===== src/rtl/axi4lite_controller.sv =====
// Single-outstanding AXI4-Lite manager: one processor read/write request at a time, axi_ready pulses on completion.
// Zero-wait latency is 3 cycles from the request edge; every slave wait cycle stretches the current state by one.
module axi4lite_controller (
  input  logic        clk,
  input  logic        reset,
  input  logic        axi_valid,
  input  logic        mem_wr_req,
  input  logic [31:0] mem_address,
  input  logic [31:0] mem_wdata,
  output logic [31:0] mem_rdata,
  output logic        axi_ready,
  output logic        arvalid,
  input  logic        arready,
  output logic [31:0] araddr,
  input  logic        rvalid,
  output logic        rready,
  input  logic [31:0] rdata,
  output logic        awvalid,
  input  logic        awready,
  output logic [31:0] awaddr,
  output logic        wvalid,
  input  logic        wready,
  output logic [31:0] wdata,
  input  logic        bvalid,
  output logic        bready
);

  localparam logic [2:0] IDLE  = 3'd0;
  localparam logic [2:0] RADDR = 3'd1;
  localparam logic [2:0] RDATA = 3'd2;
  localparam logic [2:0] WRITE = 3'd3;
  localparam logic [2:0] WRESP = 3'd4;
  localparam logic [2:0] DONE  = 3'd5;

  logic [2:0]  state;
  logic [31:0] addr_q;
  logic [31:0] wdata_q;
  logic        aw_done;
  logic        w_done;
  logic        aw_ok;
  logic        w_ok;

  // A channel counts as done once accepted, whether in an earlier cycle or on this edge.
  assign aw_ok = aw_done | awready;
  assign w_ok  = w_done  | wready;

  always_ff @(posedge clk or negedge reset) begin
    if (!reset) begin
      state     <= IDLE;
      addr_q    <= 32'd0;
      wdata_q   <= 32'd0;
      mem_rdata <= 32'd0;
      aw_done   <= 1'b0;
      w_done    <= 1'b0;
    end else begin
      case (state)
        IDLE: begin
          if (axi_valid) begin
            addr_q  <= mem_address;
            wdata_q <= mem_wdata;
            state   <= mem_wr_req ? WRITE : RADDR;
          end
        end
        RADDR: if (arready) state <= RDATA;
        RDATA: begin
          if (rvalid) begin
            mem_rdata <= rdata;
            state     <= DONE;
          end
        end
        WRITE: begin
          if (aw_ok && w_ok) begin
            aw_done <= 1'b0;
            w_done  <= 1'b0;
            state   <= WRESP;
          end else begin
            aw_done <= aw_ok;
            w_done  <= w_ok;
          end
        end
        WRESP:   if (bvalid) state <= DONE;
        DONE:    state <= IDLE;
        default: state <= IDLE;
      endcase
    end
  end

  assign arvalid   = (state == RADDR);
  assign rready    = (state == RDATA);
  assign awvalid   = (state == WRITE) && !aw_done;
  assign wvalid    = (state == WRITE) && !w_done;
  assign bready    = (state == WRESP);
  assign axi_ready = (state == DONE);
  assign araddr    = addr_q;
  assign awaddr    = addr_q;
  assign wdata     = wdata_q;

endmodule


===== config.mk =====
export PLATFORM = sky130hd
export DESIGN_NAME = axi4lite_controller
export DESIGN_NICKNAME = d
export VERILOG_FILES = /design/src/rtl/axi4lite_controller.sv
export SDC_FILE = /design/constraint.sdc
export NUM_CORES = 1
export LEC_CHECK = 0
export ABC_AREA = 1
export CORE_UTILIZATION = 46
export DETAILED_ROUTE_END_ITERATION = 10
export DONT_BUFFER_PORTS = 1
export HOLD_SLACK_MARGIN = 0.02
export PLACE_DENSITY_LB_ADDON = 0.25
export SYNTH_ARGS = -nofsm -noshare
export SYNTH_HDL_FRONTEND = slang
export SYNTH_SLANG_ARGS = --single-unit

===== constraint.sdc =====
create_clock -name clk -period 1.88 [get_ports clk]
set_input_delay 0.376 -clock clk [delete_from_list [all_inputs] [get_ports clk]]
set_output_delay 0.376 -clock clk [all_outputs]
set_load 0.05 [all_outputs]

After elaboration in Yosys (flattened, before gate mapping). Cells that the tools add are included.

Flip-flop bits (word level): 101. Input bits: 105. Output and inout bits: 134. Word-level logic and storage cells: 36.

Eq/ne operators: 10. Mux-type cells: 9. Bitwise gates (word level): 2. Reduce and logical (&&, ||, !) cells: 9.

Operators by type and width (number): 3-bit two-way mux (5); 3-bit case mux with 5 select lines (1); 2-bit != test (second input constant) (4); 3-bit by 2-bit equality test with 1-bit output (second input constant) (2); 3-bit equality test (second input constant) (2); 5-bit AND reduction (1); 2-bit AND reduction (2); 3-bit by 1-bit equality test with 1-bit output (second input constant) (1); 1-bit logical AND (3); 3-bit logical NOT (1); 1-bit logical NOT (2); 1-bit two-way mux (2); 2-bit two-way mux (1); 2-bit by 1-bit != test with 1-bit output (second input constant) (1); 1-bit OR (2).

Logic depth before layout (Yosys ltp).
Depth after elaboration: 4. Mapped depth: 8. Depth with buffers taken out: 8.

Least setup slack after synthesis. Ideal clock, no wire load.

Kind: register to output. Start: register state[0]. End: output port awvalid. Data arrival time: 1.475 ns. Data required time: 1.504 ns. Slack: 0.029 ns. Stages on the path, launching flop included: 6. Buffers on the path: 1. Cell sequence: dfrtp_1 buf_2 nand2_1 nor2_1 inv_1 nor2_1.

Longest elaborated chain between the ends: 2.

Ends and longest elaborated chain: start: declaration (RTL line 35) `logic [2:0] state;`; start signal: assignment (RTL line 61) `state <= mem_wr_req ? WRITE : RADDR;`; 3-bit by 2-bit equality test with 1-bit output (RTL line 90) `assign awvalid = (state == WRITE) && !aw_done;`; 1-bit logical AND (RTL line 90); end: declaration (RTL line 18) `output logic awvalid,`.

No other way between the ends.

Worst setup path after layout.
Start: register state[2]. End: output port arvalid.

Longest elaborated chain between the ends: 1.

Ends and longest elaborated chain: 3-bit by 1-bit equality test with 1-bit output (RTL line 88) `assign arvalid = (state == RADDR);`; end: declaration (RTL line 12) `output logic arvalid,`.

No other way between the ends.

==> run metrics <==
Core Region=0.00885 mm^2; Finished Core Util=0.501; Cells after DPL=431; CTS Root Buffer Type=clkbuf_8; Starting Density=0.481; Detailed Route Iter0 Violations=54; Cells after Synth=363; gr usage total=0.171; post-synth net total=468; Final Hold Violating Endpoints=101; CTS tree=done; critical path required time=1.50 ns; I/O pins=239; GP Congestion=0.815; Port Buffers=0; Die X=98.2 um; final wirelength=8.30 mm; sequential area share after synthesis=0.593; DP HPWL=around 5.7 mm; Post-synth ARST share=1.00; Antenna Nets Post-Route=0; failing checks=design-rule violations, negative hold slack; WHS=-0.295 ns; Unique masters post-synth=20; Max-Cap Viols=0; fmax=559 MHz; vias=2463; critical path arrival=1.41 ns; GR Layer Usage met2=0.289; clock sinks=between 100 and 150; DP Area=0.00413 mm^2; Final Instance Count excl. Fillers=451; die area=0.00965 mm^2; Top FF cell, synth=dfrtp_1; Reg-to-Reg Start=state[2]; YS warnings=0; setup violators final=0; # H-tree levels=3; largest area contributor in the netlist=dfrtp_1; post-route cell area=around 0.0044 mm^2; count leader, synth=dfrtp_1; status=finished, violations left; DRC Markers=16; drt wl/cell=18.4 um; grt peak-use layer=met2; CP max-delay cell=dfrtp_2; Worst setup SP type=flop; synth cell count leaders=dfrtp_1, nand2_1, mux2_1; Longest Clk Path Bufs=2; Final TNS setup=0 ns; pin count of the biggest net entering global routing=102; antenna violations before repair=0; CP Max Fanout=4; Die H=between 90 and 100 um; worst skew pair latency=0.34 ns; Max stage delay on crit path=between 0.4 and 0.5 ns; mapped cell area=0.00426 mm^2; Syn Area/Cell=11.7 um^2; CTS clock-pin slew for the worst setup and hold paths=0.10 ns; first-pass GRT wire length=12.9 mm; synth top area cells=dfrtp_1, mux2_1, nand2_1; Setup crit start=state[2]; fraction of layout cells with a size suffix above 1=0.125; RSZ-0062 raised after global routing=false; relative slew slack=0.371; skew final=~0.012 ns; drt pass-1 iters=9; worst-margin pin slew=0.943 ns; #FFs+latches synth=101; diodes inserted=0; routed vias/inst=roughly 5.5; GR Layer Usage met3=0.0565; nets@finish=444; HP Class=primary input to asynchronous set/reset pin; EDFF count, synth=0; crit path capture type=primary output; area grow syn2layout=4.02%; Final min period=roughly 1.8 ns; final period utilization=0.951; CTS Buf Count=9; pins over their slew limit=0; # rows=34; met1 Track Usage GR=0.197; grt total ovfl=0; vias in the first global route=2542; top cell type's share of synthesized area=0.593; worst-path cell chain=nor2_4, inv_1, nor2_1, buf_4; WS Path Type=flop to primary output
## sequential cells by signal, indices dropped and copies added (netlist names)
signal     count
mem_rdata     32
w_done         1
state          3
aw_done        1
araddr        32
wdata         32
## per-stage QoR
stage	worst slack, ns	hold WS, ns
after floorplan	0.0294	0.0804
after global placement	0.339	0.0828
after detailed placement	0.292	0.0825
after CTS	0.00970	-0.320
after global routing	0.00499	-0.329
final	0.0922	-0.295
## layer usage
| metal | up-vias | routed length [um] |
|---|---|---|
| met3 | 15 | 773 |
| met2 | 141 | 4230 |
| met5 | - | 0 |
| met4 | 0 | 167 |
| met1 | 1205 | 3120 |
| li1 | 1102 | - |
## cell families after synthesis
logic type | synth area share
simple gates | 0.137
flops | 0.593
mux | 0.169
buf+inv | 0.0946
compound gates | 0.00646
## area by class of cell
type / instances / area (um^2)
clock buffers: 11 / 141
clock inverters: 4 / 72.6
fillers: 782 / 4420
inverters: 12 / 45.0
multi-input cells: 201 / 1340
flip-flops and latches: 101 / 2530
well taps: 108 / 135
repair buffers: 14 / 169
## critical path: cells and delay by family, from the launching register on
family / cells / cell delay (ns)
AND/OR/NAND/NOR: 2 / 0.31
buffers and inverters: 2 / 0.30
flip-flops: 1 / 0.47
## layout by cell type, fill, tap and decap left out
| master | count |
|---|---|
| clkbuf_1 | 1 |
| a21oi_1 | 1 |
| inv_1 | 9 |
| nand3b_1 | 2 |
| buf_6 | 1 |
| inv_2 | 3 |
| mux2_1 | 60 |
| bufinv_16 | 2 |
| o21bai_1 | 1 |
| dfrtp_1 | 98 |
| mux2_2 | 4 |
| clkinv_2 | 1 |
| nor2_2 | 1 |
| nand3_1 | 34 |
| buf_12 | 2 |
| nand4_1 | 2 |
| nor2_1 | 8 |
| o21ai_0 | 3 |
| buf_4 | 9 |
| nor2_4 | 3 |
| clkbuf_8 | 10 |
| nand3_4 | 1 |
| clkinvlp_4 | 1 |
| dfrtp_2 | 3 |
| clkbuf_16 | 2 |
| nand2_1 | 81 |
## path summary, 6_finish.rpt
check	to	slack, ns	cells past startpoint
max in group asynchronous	araddr[8]	2.02	0
hold / removal	mem_rdata[30]	-0.30	0
setup reg to reg	araddr[13]	0.35	4
setup / recovery	arvalid	0.09	4
min in group clk	wdata[16]	0.15	1
hold reg to reg	w_done	0.60	2
## timing repair
action	in CTS	in global routing
resized for setup	3	3
endpoints found under the hold margin	101	101
endpoints found under the setup margin	2	4
cloned	0	2
pin swaps	0	2
buffers inserted	0	3
Power is left out: the tool's default activity adds up to more than one toggle a clock period on the data nets, which glitch-free logic cannot reach.
